<file path="src/rtl/ram_ctrl_pkg.sv">
// Shared types, constants and helpers for the RAM-backed FIFO controller.
package ram_ctrl_pkg;

    localparam int DATA_WIDTH_DFLT = 8;
    localparam int ADDR_WIDTH_DFLT = 6;

    // Cycles from ram_raddr to valid ram_q.
    localparam int RAM_RD_LATENCY  = 1;

    // Output buffer must cover the read latency plus the word being presented.
    localparam int OBUF_DEPTH      = RAM_RD_LATENCY + 1;

    // Occupancy of the 2-entry output buffer (0..2).
    typedef logic [1:0] obuf_cnt_t;

    // Number of RAM words addressable with the given address width.
    function automatic int ram_depth(input int addr_width);
        return 32'd1 << addr_width;
    endfunction

endpackage

</file>
<file path="src/rtl/ram_fifo_ctrl_if.sv">
// Stream and RAM port bundle of the RAM FIFO controller.
interface ram_fifo_ctrl_if #(
    parameter int DATA_WIDTH = 8,
    parameter int ADDR_WIDTH = 6
);
    logic                  s_valid;
    logic                  s_ready;
    logic [DATA_WIDTH-1:0] s_data;
    logic                  m_valid;
    logic                  m_ready;
    logic [DATA_WIDTH-1:0] m_data;
    logic                  ram_we;
    logic [ADDR_WIDTH-1:0] ram_waddr;
    logic [DATA_WIDTH-1:0] ram_wdata;
    logic [ADDR_WIDTH-1:0] ram_raddr;
    logic [DATA_WIDTH-1:0] ram_q;
    logic [ADDR_WIDTH+1:0] level;

    // Controller side: drives handshake responses, RAM controls and level.
    modport master (
        input  s_valid, s_data, m_ready, ram_q,
        output s_ready, m_valid, m_data, ram_we, ram_waddr, ram_wdata, ram_raddr, level
    );

    // Environment side: producer, consumer and RAM.
    modport slave (
        output s_valid, s_data, m_ready, ram_q,
        input  s_ready, m_valid, m_data, ram_we, ram_waddr, ram_wdata, ram_raddr, level
    );
endinterface

</file>
<file path="src/rtl/ram_fifo_obuf.sv">
// Two-entry first-word-fall-through output buffer fed by RAM read returns.
module ram_fifo_obuf
    import ram_ctrl_pkg::*;
#(
    parameter int DATA_WIDTH = DATA_WIDTH_DFLT
) (
    input  logic                  clk,
    input  logic                  rst_n,
    input  logic                  i_push,
    input  logic [DATA_WIDTH-1:0] i_data,
    input  logic                  i_pop,
    output logic [DATA_WIDTH-1:0] o_data,
    output obuf_cnt_t             o_cnt
);

    logic [DATA_WIDTH-1:0] r_head;
    logic [DATA_WIDTH-1:0] r_tail;
    obuf_cnt_t             r_cnt;

    // Head/tail storage and count; a pop shifts tail to head, a return fills the first free slot.
    always_ff @(posedge clk) begin
        if (!rst_n) begin
            r_head <= {DATA_WIDTH{1'b0}};
            r_tail <= {DATA_WIDTH{1'b0}};
            r_cnt  <= 2'd0;
        end else begin
            case ({i_push, i_pop})
                2'b10: begin
                    if (r_cnt == 2'd0) begin
                        r_head <= i_data;
                    end else begin
                        r_tail <= i_data;
                    end
                    r_cnt <= r_cnt + 2'd1;
                end
                2'b01: begin
                    r_head <= r_tail;
                    r_cnt  <= r_cnt - 2'd1;
                end
                2'b11: begin
                    // Count unchanged: the returning word takes the slot the pop frees.
                    if (r_cnt == 2'd1) begin
                        r_head <= i_data;
                    end else begin
                        r_head <= r_tail;
                        r_tail <= i_data;
                    end
                end
                default: begin
                    r_cnt <= r_cnt;
                end
            endcase
        end
    end

    assign o_data = r_head;
    assign o_cnt  = r_cnt;

endmodule

</file>
<file path="src/rtl/ram_fifo_ctrl.sv">
// Sequences an external 1-cycle-read dual-port RAM as a full-throughput FIFO.
module ram_fifo_ctrl
    import ram_ctrl_pkg::*;
#(
    parameter int DATA_WIDTH = DATA_WIDTH_DFLT,
    parameter int ADDR_WIDTH = ADDR_WIDTH_DFLT
) (
    input logic            clk,
    input logic            rst_n,
    ram_fifo_ctrl_if.master bus
);

    localparam int RAM_DEPTH = ram_depth(ADDR_WIDTH);

    typedef logic [ADDR_WIDTH-1:0] ptr_t;
    typedef logic [ADDR_WIDTH:0]   cnt_t;
    typedef logic [ADDR_WIDTH+1:0] lvl_t;

    localparam cnt_t FULL_CNT = cnt_t'(RAM_DEPTH);

    ptr_t      r_wptr;
    ptr_t      r_rptr;
    cnt_t      r_ram_cnt;
    logic      r_rd_inflight;

    logic      w_s_ready;
    logic      w_push;
    logic      w_m_valid;
    logic      w_pop;
    logic      w_rd_issue;
    logic [2:0] w_occ;
    obuf_cnt_t w_buf_cnt;

    // Push acceptance depends only on registered RAM occupancy.
    assign w_s_ready = (r_ram_cnt != FULL_CNT);
    assign w_push    = bus.s_valid & w_s_ready;
    assign w_m_valid = (w_buf_cnt != 2'd0);
    assign w_pop     = w_m_valid & bus.m_ready;

    // Words that will sit in the buffer after this edge, excluding a new read.
    assign w_occ      = {1'b0, w_buf_cnt} + {2'b00, r_rd_inflight} - {2'b00, w_pop};
    // ram_cnt excludes this cycle's write, so the read never hits the address being written.
    assign w_rd_issue = (r_ram_cnt != {(ADDR_WIDTH+1){1'b0}}) & (w_occ < 3'(OBUF_DEPTH));

    // Pointer, RAM occupancy and read-in-flight tracking.
    always_ff @(posedge clk) begin
        if (!rst_n) begin
            r_wptr        <= {ADDR_WIDTH{1'b0}};
            r_rptr        <= {ADDR_WIDTH{1'b0}};
            r_ram_cnt     <= {(ADDR_WIDTH+1){1'b0}};
            r_rd_inflight <= 1'b0;
        end else begin
            r_wptr        <= r_wptr + ptr_t'(w_push);
            r_rptr        <= r_rptr + ptr_t'(w_rd_issue);
            r_ram_cnt     <= r_ram_cnt + cnt_t'(w_push) - cnt_t'(w_rd_issue);
            r_rd_inflight <= w_rd_issue;
        end
    end

    ram_fifo_obuf #(
        .DATA_WIDTH (DATA_WIDTH)
    ) u_obuf (
        .clk    (clk),
        .rst_n  (rst_n),
        .i_push (r_rd_inflight),
        .i_data (bus.ram_q),
        .i_pop  (w_pop),
        .o_data (bus.m_data),
        .o_cnt  (w_buf_cnt)
    );

    assign bus.s_ready   = w_s_ready;
    assign bus.m_valid   = w_m_valid;
    assign bus.ram_we    = w_push;
    assign bus.ram_waddr = r_wptr;
    assign bus.ram_wdata = bus.s_data;
    assign bus.ram_raddr = r_rptr;
    assign bus.level     = lvl_t'(r_ram_cnt) + lvl_t'(r_rd_inflight) + lvl_t'(w_buf_cnt);

endmodule

</file>
<file path="src/flat_wrapper.sv">
// flat-port wrapper written by rule: the top's interface ports become plain ports
module ram_fifo_ctrl_flat import ram_ctrl_pkg::*;
#(
    parameter int DATA_WIDTH = DATA_WIDTH_DFLT,
    parameter int ADDR_WIDTH = ADDR_WIDTH_DFLT
)
  (clk, rst_n, bus_s_valid, bus_s_data, bus_m_ready, bus_ram_q, bus_s_ready, bus_m_valid, bus_m_data, bus_ram_we, bus_ram_waddr, bus_ram_wdata, bus_ram_raddr, bus_level);
  ram_fifo_ctrl_if #(.DATA_WIDTH(DATA_WIDTH), .ADDR_WIDTH(ADDR_WIDTH)) bus_i ();
  input logic clk;
  input logic rst_n;
  input wire logic [$bits(bus_i.s_valid)-1:0] bus_s_valid;
  input wire logic [$bits(bus_i.s_data)-1:0] bus_s_data;
  input wire logic [$bits(bus_i.m_ready)-1:0] bus_m_ready;
  input wire logic [$bits(bus_i.ram_q)-1:0] bus_ram_q;
  output wire logic [$bits(bus_i.s_ready)-1:0] bus_s_ready;
  output wire logic [$bits(bus_i.m_valid)-1:0] bus_m_valid;
  output wire logic [$bits(bus_i.m_data)-1:0] bus_m_data;
  output wire logic [$bits(bus_i.ram_we)-1:0] bus_ram_we;
  output wire logic [$bits(bus_i.ram_waddr)-1:0] bus_ram_waddr;
  output wire logic [$bits(bus_i.ram_wdata)-1:0] bus_ram_wdata;
  output wire logic [$bits(bus_i.ram_raddr)-1:0] bus_ram_raddr;
  output wire logic [$bits(bus_i.level)-1:0] bus_level;
  assign bus_i.s_valid = bus_s_valid;
  assign bus_i.s_data = bus_s_data;
  assign bus_i.m_ready = bus_m_ready;
  assign bus_i.ram_q = bus_ram_q;
  assign bus_s_ready = bus_i.s_ready;
  assign bus_m_valid = bus_i.m_valid;
  assign bus_m_data = bus_i.m_data;
  assign bus_ram_we = bus_i.ram_we;
  assign bus_ram_waddr = bus_i.ram_waddr;
  assign bus_ram_wdata = bus_i.ram_wdata;
  assign bus_ram_raddr = bus_i.ram_raddr;
  assign bus_level = bus_i.level;
  ram_fifo_ctrl #(.DATA_WIDTH(DATA_WIDTH), .ADDR_WIDTH(ADDR_WIDTH)) u_core (.clk(clk), .rst_n(rst_n), .bus(bus_i));
endmodule
</file>
<file path="config.mk">
export PLATFORM = sky130hd
export DESIGN_NAME = ram_fifo_ctrl_flat
export DESIGN_NICKNAME = d
export VERILOG_FILES = /design/src/rtl/ram_ctrl_pkg.sv /design/src/rtl/ram_fifo_ctrl_if.sv /design/src/rtl/ram_fifo_obuf.sv /design/src/rtl/ram_fifo_ctrl.sv /design/src/flat_wrapper.sv
export SDC_FILE = /design/constraint.sdc
export NUM_CORES = 1
export LEC_CHECK = 0
export BUFFER_PORTS_ARGS = -buffer_cell sky130_fd_sc_hd__buf_4
export CAP_MARGIN = 40
export CORE_MARGIN = 2
export CORE_UTILIZATION = 50
export CTS_BUF_LIST = sky130_fd_sc_hd__clkbuf_4 sky130_fd_sc_hd__clkbuf_8
export CTS_CLUSTER_DIAMETER = 100
export DETAILED_ROUTE_END_ITERATION = 8
export PLACE_DENSITY = 0.76
export REMOVE_ABC_BUFFERS = 1
export SYNTH_ARGS = -nofsm -noshare
export SYNTH_HDL_FRONTEND = slang
export SYNTH_SLANG_ARGS = --single-unit
</file>
<file path="constraint.sdc">
create_clock -name clk -period 4.17 [get_ports clk]
set_input_delay 0.417 -clock clk [delete_from_list [all_inputs] [get_ports clk]]
set_output_delay 0.417 -clock clk [all_outputs]
set_load 0.005 [all_outputs]
</file>
==> summary.json, run 1 <==
{
  "outcome": {
    "run_status": "completed"
  },
  "clock_network": {
    "clkTransAtPathRegs_ns": 0.08,
    "cts.sinks": 38,
    "tritoncts": "done",
    "clockBufferDepth": 2,
    "tritoncts.num_buffers": 5,
    "cts_htree_levels": 2,
    "worst_skew_pair.late_latency_ns": 0.29,
    "root_buffer": "sky130_fd_sc_hd__clkbuf_8"
  },
  "finish": {
    "antennaDiodeCount": 0,
    "fin_util_pct": 60.19,
    "area_growth_syn_to_layout_pct": 15.94,
    "nNetsFinal": 332,
    "drive_gt1_share_pct": 19.58
  },
  "logic_synthesis": {
    "yosys.area.top_type": "sky130_fd_sc_hd__dfxtp_1",
    "post_synth.cell_area_avg_sq_um": 8.960,
    "yosysUniqueCellTypes": 44,
    "netlist_top_cells_count": "38 x sky130_fd_sc_hd__dfxtp_1, 23 x sky130_fd_sc_hd__ha_1, 19 x sky130_fd_sc_hd__inv_1, 17 x sky130_fd_sc_hd__o21ai_0, 14 x sky130_fd_sc_hd__nor2_1",
    "synth.most_common_cell": "sky130_fd_sc_hd__dfxtp_1",
    "netlist_instances": 254,
    "post-synth-top-area-fraction_pct": 33.42,
    "synth-edff-count": 0,
    "ys_seq_elements": 38,
    "synth.cell_area_sq_mm": 0.002276,
    "async_flop_share_pct": 0,
    "synthesis.yosys.warnings": 0,
    "synth_seq_area_share_pct": 33.42,
    "synth.area.top_cells": "sky130_fd_sc_hd__dfxtp_1 33%, sky130_fd_sc_hd__ha_1 13%, sky130_fd_sc_hd__o21ai_0 3.7%",
    "synth_ff_type": "sky130_fd_sc_hd__dfxtp_1"
  },
  "power": {
    "comb_power_share_pct": 52.3,
    "power.ir.vdd_worst_uv": 372.7,
    "power.leakage_nw": 1.152,
    "power_report.internal_total_mw": 1.049,
    "powerDensity_mw_per_mm2": 658.6,
    "total_switching_power_mw": 0.6894,
    "switching_share_pct": 39.67,
    "power.share.clock_pct": 15.3,
    "sequentialPowerShare_pct": 32.4
  },
  "sta": {
    "final_hold_viol_count": 0,
    "drv_slew": 0,
    "setup_violations": 0,
    "clock.fmax_mhz": 257.2,
    "unrepaired_setup_endpoints_after_global_routing": "false",
    "final_min_period_over_clock_period_pct": 93.22,
    "worst_slew_pin_slew_ns": 0.5949,
    "timing.final.crit_period_ns": 3.887,
    "fin_skew_ns": 0.004044,
    "slew_headroom_pct": 60.20,
    "totalNegativeSetupSlack_ns": 0
  },
  "critical_path": {
    "crit_required_ns": 4.34,
    "cp_data_arrival_time_ns": 4.05,
    "crit_top_cell": "sky130_fd_sc_hd__ha_1",
    "cp_cell_sequence": "inv_1, ha_1, nor2b_1, ha_1, nand2b_1, fa_1, xor2_1, a211oi_2, ha_1, inv_1, ha_1, inv_1, fa_1, nor2b_2, o211a_1, o211ai_1",
    "worst_path_largest_cell_delay_ns": 0.42,
    "cp_max_fo": 5,
    "startpoint_type": "flop",
    "top_family_by_delay_on_critical_path": "adder cells",
    "critPathSlowestCell": "sky130_fd_sc_hd__dfxtp_1",
    "cp_num_buf_inv": 3,
    "endpoint_kind": "flop",
    "criticalPathCategory": "flop to flop"
  },
  "flow_run": {
    "maxCapViolCount": 0
  },
  "placement": {
    "gp_congestion": 0.8451,
    "place.detailed.hpwl_microns": 3557,
    "io_buffers": 42
  },
  "floorplan": {
    "area_of_the_core_sq_mm": 0.004384,
    "start_util_pct": 51.91,
    "num_io_pins": 59,
    "die_w_microns": 71.47,
    "die_area_sq_mm": 0.005107,
    "chipHeight_microns": 71.47,
    "placementRows": 24
  },
  "global_routing": {
    "grt_antenna_before_repair": 0,
    "grt_max_degree": 27,
    "grt_pass1_wl_microns": 8162,
    "first_global_vias": 1795,
    "gr-total-overflow": 0,
    "gr-usage-all-layers_pct": 20.12
  },
  "routing": {
    "postRouteAntennaNets": 0,
    "wl_per_cell_microns": 14.36,
    "drt_wl_total_microns": 4853,
    "vias_per_cell": 5.568,
    "drcViolationCount": 0,
    "detailedRoute.firstPassIterationCount": 4,
    "vias_after_detailed_routing": 1882,
    "detailedRoute.firstIterationViolations": 82
  },
  "worst_hold_path": {
    "worstHoldPathType": "input pin to flop"
  }
}
[logic make-up after synthesis]
group,synth area share [%]
adder cells (fa/ha/maj),16.16
XOR/XNOR,5.388
AND/OR/NAND/NOR,14.35
buffers and inverters,8.740
flip-flops,33.42
multiplexers,0.9346
AO/OA/AOI/OAI,21.00
[power by group through the flow]
stage               Sequential [mW]  Combinational [mW]  Clock (mW)
floorplan                     0.549               0.598           0
global placement              0.566               0.888           0
detailed placement            0.568               0.900           0
CTS                           0.560               0.907       0.274
global route                  0.574                1.04       0.289
finish                        0.562               0.909       0.266
[final cells by class]
type | instances | area [sq um]
fill | 401 | 1745
clock buffer | 6 | 82.58
tap | 52 | 65.06
timing repair buffer | 43 | 322.8
sequential | 38 | 762.0
inverter | 20 | 75.07
clock inverter | 2 | 12.51
multi-input combinational | 177 | 1319
[registers in the layout (all words and copies together), names as in the netlist]
name / count
u_core.bus.ram_raddr: 6
u_core.r_ram_cnt: 7
u_core.u_obuf.r_tail: 8
u_core.bus.ram_waddr: 6
u_core.r_rd_inflight: 1
u_core.u_obuf.o_cnt: 2
u_core.u_obuf.o_data: 8
[per-stage QoR]
stage / total power, mW / cells / setup WS, ns / hold slack, ns / cell area, sq um
4_1_cts: 1.742 / 338 / 0.1069 / 0.4114 / 2635
6_report: 1.738 / 338 / 0.2825 / 0.4208 / 2639
3_5_place_dp: 1.468 / 330 / 0.1411 / 0.4614 / 2540
2_1_floorplan: 1.147 / 235 / 0.4981 / 0.4448 / 2152
5_1_grt: 1.904 / 338 / 0.01051 / 0.4220 / 2639
3_3_place_gp: 1.454 / 330 / 0.3075 / 0.4526 / 2540
[final timing paths]
check | start | end | slack, ns | cells past startpoint
worst max-delay path | u_core.u_obuf.o_cnt[0] | u_core.r_ram_cnt[6] | 0.28 | 16
worst min-delay path | bus_ram_q[5] | u_core.u_obuf.o_data[5] | 0.42 | 3
worst max register to register | u_core.u_obuf.o_cnt[0] | u_core.r_ram_cnt[6] | 0.28 | 16
worst min register to register | u_core.u_obuf.r_tail[7] | u_core.u_obuf.r_tail[7] | 0.47 | 2
[worst register-to-register path, cell delays in order, from the launching register on]
cell                       delay (ns)
sky130_fd_sc_hd__dfxtp_1         0.42
sky130_fd_sc_hd__inv_1           0.11
sky130_fd_sc_hd__ha_1            0.27
sky130_fd_sc_hd__nor2b_1         0.21
sky130_fd_sc_hd__ha_1            0.31
sky130_fd_sc_hd__nand2b_1        0.18
sky130_fd_sc_hd__fa_1            0.38
sky130_fd_sc_hd__xor2_1          0.16
sky130_fd_sc_hd__a211oi_2        0.27
sky130_fd_sc_hd__ha_1            0.28
sky130_fd_sc_hd__inv_1           0.05
sky130_fd_sc_hd__ha_1            0.17
sky130_fd_sc_hd__inv_1           0.06
sky130_fd_sc_hd__fa_1            0.39
sky130_fd_sc_hd__nor2b_2         0.20
sky130_fd_sc_hd__o211a_1         0.21
sky130_fd_sc_hd__o211ai_1        0.10
[cells in the final DEF (no fill, tap or decap), types with 2 or more instances in the layout]
cell type	netlist	layout
sky130_fd_sc_hd__buf_4	9	43
sky130_fd_sc_hd__dfxtp_1	38	37
sky130_fd_sc_hd__ha_1	23	23
sky130_fd_sc_hd__inv_1	19	19
sky130_fd_sc_hd__o21ai_0	17	17
sky130_fd_sc_hd__nor2_1	14	14
sky130_fd_sc_hd__a21oi_1	11	11
sky130_fd_sc_hd__o211ai_1	10	10
sky130_fd_sc_hd__o21ai_1	10	10
sky130_fd_sc_hd__and2_1	9	9
sky130_fd_sc_hd__o31ai_1	9	9
sky130_fd_sc_hd__xor2_1	8	8
sky130_fd_sc_hd__a31oi_1	8	8
sky130_fd_sc_hd__nand2_1	7	7
sky130_fd_sc_hd__nor2b_1	7	6
sky130_fd_sc_hd__nand3_1	6	6
sky130_fd_sc_hd__xnor2_1	6	6
sky130_fd_sc_hd__clkbuf_8	0	6
sky130_fd_sc_hd__fa_1	4	4
sky130_fd_sc_hd__nand2b_1	3	3
sky130_fd_sc_hd__a211oi_1	3	3
sky130_fd_sc_hd__a311oi_1	2	2
sky130_fd_sc_hd__or3_1	2	2
sky130_fd_sc_hd__nor4b_1	2	2
[metal layers]
layer  routed length [microns]  up-vias  share of wire, %  track usage (%)
met5                         0        -                 0                0
met4                        73        0               1.5            6.709
met3                       266        7               5.5            5.767
met2                      2225       56                46            32.41
met1                      2289      864                47            26.02
li1                          -      955                 -                -
[timing repair]
action                                 in CTS  in global routing
endpoints found under the hold margin       0                  0
gates resized for setup                     0                  2
setup endpoints to repair                   0                  2
hold buffers                                0                  0
buffers inserted                            0                  0
No activity file was read; power rests on OpenSTA's default activity.
==> run 2, diff against run 1 <==
--- a/config.mk
+++ b/config.mk
@@ -7,12 +7,14 @@
 export LEC_CHECK = 0
 export BUFFER_PORTS_ARGS = -buffer_cell sky130_fd_sc_hd__buf_4
 export CAP_MARGIN = 40
+export CELL_PAD_IN_SITES_DETAIL_PLACEMENT = 0
+export CELL_PAD_IN_SITES_GLOBAL_PLACEMENT = 2
 export CORE_MARGIN = 2
-export CORE_UTILIZATION = 50
+export CORE_UTILIZATION = 32
 export CTS_BUF_LIST = sky130_fd_sc_hd__clkbuf_4 sky130_fd_sc_hd__clkbuf_8
 export CTS_CLUSTER_DIAMETER = 100
 export DETAILED_ROUTE_END_ITERATION = 8
-export PLACE_DENSITY = 0.76
+export PLACE_DENSITY_LB_ADDON = 0.1
 export REMOVE_ABC_BUFFERS = 1
 export SYNTH_ARGS = -nofsm -noshare
 export SYNTH_HDL_FRONTEND = slang
==> summary.json, run 2 (synthesis results as in run 1) <==
{
  "critical_path": {
    "endpoint_kind": "flop",
    "crit_required": {"value": 4.33, "unit": "ns", "change": "about the same"},
    "regToRegStartpoint": "u_core.u_obuf.o_cnt[0]",
    "r2r_setup_slack": {"value": 0.31, "unit": "ns", "change": "+0.03 ns"},
    "startpoint_type": "flop",
    "cp_data_arrival_time": {"value": 4.03, "unit": "ns", "change": "-0.02 ns"},
    "critical_path.reg2reg.endpoint": "u_core.r_ram_cnt[6]",
    "ff2ff_path_depth": {"value": 16, "change": "unchanged"},
    "criticalPathCategory": "flop to flop",
    "cp_max_fo": {"value": 5, "change": "unchanged"}
  },
  "global_routing": {
    "gr-total-overflow": {"value": 0, "change": "unchanged"},
    "grt_pass1_wl": {"value": 8935, "unit": "microns", "change": "+9.5%"},
    "grt_max_degree": {"value": 27, "change": "unchanged"},
    "first_global_vias": {"value": 1766, "change": "-1.6%"},
    "grt_antenna_before_repair": {"value": 0, "change": "unchanged"},
    "gr-usage-all-layers": {"value": 14.90, "unit": "%", "change": "-5.2 points"}
  },
  "clock_network": {
    "clkTransAtPathRegs": {"value": 0.08, "unit": "ns", "change": "about the same"},
    "root_buffer": "sky130_fd_sc_hd__clkbuf_8",
    "clockBufferDepth": {"value": 2, "change": "unchanged"},
    "tritoncts.num_buffers": {"value": 5, "change": "unchanged"},
    "cts.sinks": {"value": 38, "change": "unchanged"},
    "postCtsSetupBuffers": {"value": 0, "change": "unchanged"},
    "cts_resized": {"value": 0, "change": "unchanged"},
    "tritoncts": "done",
    "worst_skew_pair.late_latency": {"value": 0.29, "unit": "ns", "change": "about the same"},
    "cts_htree_levels": {"value": 2, "change": "unchanged"},
    "cts_hold_repair.buffers": {"value": 0, "change": "unchanged"}
  },
  "routing": {
    "vias_after_detailed_routing": {"value": 1823, "change": "-3.1%"},
    "route.met3.wl": {"value": 201, "unit": "microns", "change": "-24%"},
    "met1Wirelength": {"value": 2783, "unit": "microns", "change": "+22%"},
    "detailedRoute.firstIterationViolations": {"value": 66, "change": "-20%"},
    "wl_per_cell": {"value": 14.34, "unit": "microns", "change": "-0.16%"},
    "drt_wl_total": {"value": 5476, "unit": "microns", "change": "+13%"},
    "highest-signal-layer": "met4",
    "vias_per_cell": {"value": 4.772, "change": "-14%"},
    "postRouteAntennaNets": {"value": 0, "change": "unchanged"},
    "routed-wl-met2": {"value": 2363, "unit": "microns", "change": "+6.2%"},
    "detailedRoute.firstPassIterationCount": {"value": 4, "change": "unchanged"},
    "drcViolationCount": {"value": 0, "change": "unchanged"}
  },
  "floorplan": {
    "die_w": {"value": 88.34, "unit": "microns", "change": "+24%"},
    "num_io_pins": {"value": 59, "change": "unchanged"},
    "chipHeight": {"value": 88.34, "unit": "microns", "change": "+24%"},
    "die_area": {"value": 0.007803, "unit": "sq mm", "change": "+53%"},
    "start_util": {"value": 33.32, "unit": "%", "change": "-19 points"},
    "area_of_the_core": {"value": 0.006832, "unit": "sq mm", "change": "+56%"},
    "placementRows": {"value": 30, "change": "+25%"}
  },
  "flow_run": {
    "maxCapViolCount": {"value": 0, "change": "unchanged"}
  },
  "placement": {
    "gp_congestion": {"value": 0.7440, "change": "-12%"},
    "io_buffers": {"value": 42, "change": "unchanged"},
    "place_ws": {"value": 0.1039, "unit": "ns", "change": "-0.03715 ns"},
    "place.detailed.hpwl": {"value": 4044, "unit": "microns", "change": "+14%"}
  },
  "sta": {
    "final_min_period_over_clock_period": {"value": 92.60, "unit": "%", "change": "-0.62 points"},
    "drv_slew": {"value": 0, "change": "unchanged"},
    "timing.final.crit_period": {"value": 3.861, "unit": "ns", "change": "-0.02598 ns"},
    "final_critical_path_setup_slack": {"value": 0.3085, "unit": "ns", "change": "+0.02598 ns"},
    "fin_skew": {"value": 0.007475, "unit": "ns", "change": "+0.003431 ns"},
    "worst_slew_pin_slew": {"value": 0.6202, "unit": "ns", "change": "+0.02533 ns"},
    "slew_headroom": {"value": 58.50, "unit": "%", "change": "-1.7 points"},
    "unrepaired_setup_endpoints_after_global_routing": "false",
    "totalNegativeSetupSlack": {"value": 0, "unit": "ns", "change": "unchanged"},
    "setup_violations": {"value": 0, "change": "unchanged"},
    "clock.fmax": {"value": 259.0, "unit": "MHz", "change": "+0.67%"},
    "final_hold_viol_count": {"value": 0, "change": "unchanged"}
  },
  "power": {
    "powerDensity": {"value": 680.1, "unit": "mW/mm^2", "change": "+3.3%"},
    "power.ir.vdd_worst": {"value": 264.0, "unit": "uV", "change": "-29%"},
    "power.leakage": {"value": 1.176, "unit": "nW", "change": "+2.1%"}
  },
  "finish": {
    "drive_gt1_share": {"value": 19.58, "unit": "%", "change": "unchanged"},
    "antennaDiodeCount": {"value": 0, "change": "unchanged"},
    "layout.cells.most_common_list": "43 x sky130_fd_sc_hd__buf_4, 37 x sky130_fd_sc_hd__dfxtp_1, 23 x sky130_fd_sc_hd__ha_1",
    "layout_commonest_cell": "sky130_fd_sc_hd__buf_4",
    "area_growth_syn_to_layout_pct": 20.45,
    "nNetsFinal": {"value": 332, "change": "unchanged"}
  },
  "worst_hold_path": {
    "hold_path_depth": {"value": 3, "change": "unchanged"},
    "worstHoldPathType": "input pin to flop",
    "worstHoldEndpoint": "u_core.u_obuf.o_data[3]",
    "hold_path_start": "bus_ram_q[3]"
  },
  "outcome": {
    "run_status": "completed"
  }
}
## run 2: cell count changes in the layout (fill, tap and decap cells not counted)
cell,previous run,this run
sky130_fd_sc_hd__bufinv_16,0,2
sky130_fd_sc_hd__clkinv_2,1,0
sky130_fd_sc_hd__clkinvlp_4,1,0
## run 2: per-stage QoR
step / cell area (sq um) / util [%] / hold slack, ns / cells / total power [mW]
2_1_floorplan: 2152 / - / 0.4448 / 235 / 1.147
3_3_place_gp: 2595 / 37.99 / 0.4576 / 374 / 1.497
3_5_place_dp: 2595 / 37.99 / 0.4590 / 374 / 1.487
4_1_cts: 2738 / 40.07 / 0.4113 / 382 / 1.891
5_1_grt: 2741 / 40.13 / 0.4259 / 382 / 2.043
6_report: 2741 / 40.13 / 0.4177 / 382 / 1.864
## run 2: final cells by class
type | instances | area, sq um
fillers | 747 | 4090
multi-input cells | 177 | 1319
flip-flops and latches | 38 | 762.0
repair buffers | 43 | 322.8
well taps | 96 | 120.1
clock buffers | 6 | 82.58
inverters | 20 | 75.07
clock inverters | 2 | 60.06
## run 2: report_power, final
part	internal (mW)	total (mW)	leakage [nW]	switching, mW
logic	0.443	0.910	0.793	0.467
clock network	0.255	0.394	0.0714	0.138
registers	0.468	0.561	0.312	0.0931
total	1.17	1.86	1.18	0.698
## run 2: worst max-delay path by stage
stage                                endpoint  cells after the start                   start  slack, ns
after floorplan           u_core.r_ram_cnt[6]                     16  u_core.u_obuf.o_cnt[1]       0.50
after global placement    u_core.r_ram_cnt[6]                     16  u_core.u_obuf.o_cnt[1]       0.24
after detailed placement  u_core.r_ram_cnt[6]                     16  u_core.u_obuf.o_cnt[1]       0.10
after CTS                 u_core.r_ram_cnt[6]                     16  u_core.u_obuf.o_cnt[1]       0.11
after global routing      u_core.r_ram_cnt[6]                     16  u_core.u_obuf.o_cnt[0]      0.009
final                     u_core.r_ram_cnt[6]                     16  u_core.u_obuf.o_cnt[0]       0.31
## run 2: critical path: stages, from the launching register on
cell	delay (ns)
sky130_fd_sc_hd__dfxtp_1	0.39
sky130_fd_sc_hd__inv_1	0.10
sky130_fd_sc_hd__ha_1	0.26
sky130_fd_sc_hd__nor2b_1	0.21
sky130_fd_sc_hd__ha_1	0.31
sky130_fd_sc_hd__nand2b_1	0.17
sky130_fd_sc_hd__fa_1	0.37
sky130_fd_sc_hd__xor2_1	0.16
sky130_fd_sc_hd__a211oi_2	0.30
sky130_fd_sc_hd__ha_1	0.29
sky130_fd_sc_hd__inv_1	0.06
sky130_fd_sc_hd__ha_1	0.18
sky130_fd_sc_hd__inv_1	0.06
sky130_fd_sc_hd__fa_1	0.38
sky130_fd_sc_hd__nor2b_2	0.19
sky130_fd_sc_hd__o211a_1	0.20
sky130_fd_sc_hd__o211ai_1	0.10
## run 2: layer usage
metal,vias up,GRT usage [%]
met5,-,0
met4,0,6.061
met3,12,2.985
met2,49,22.83
met1,809,20.55
li1,953,-
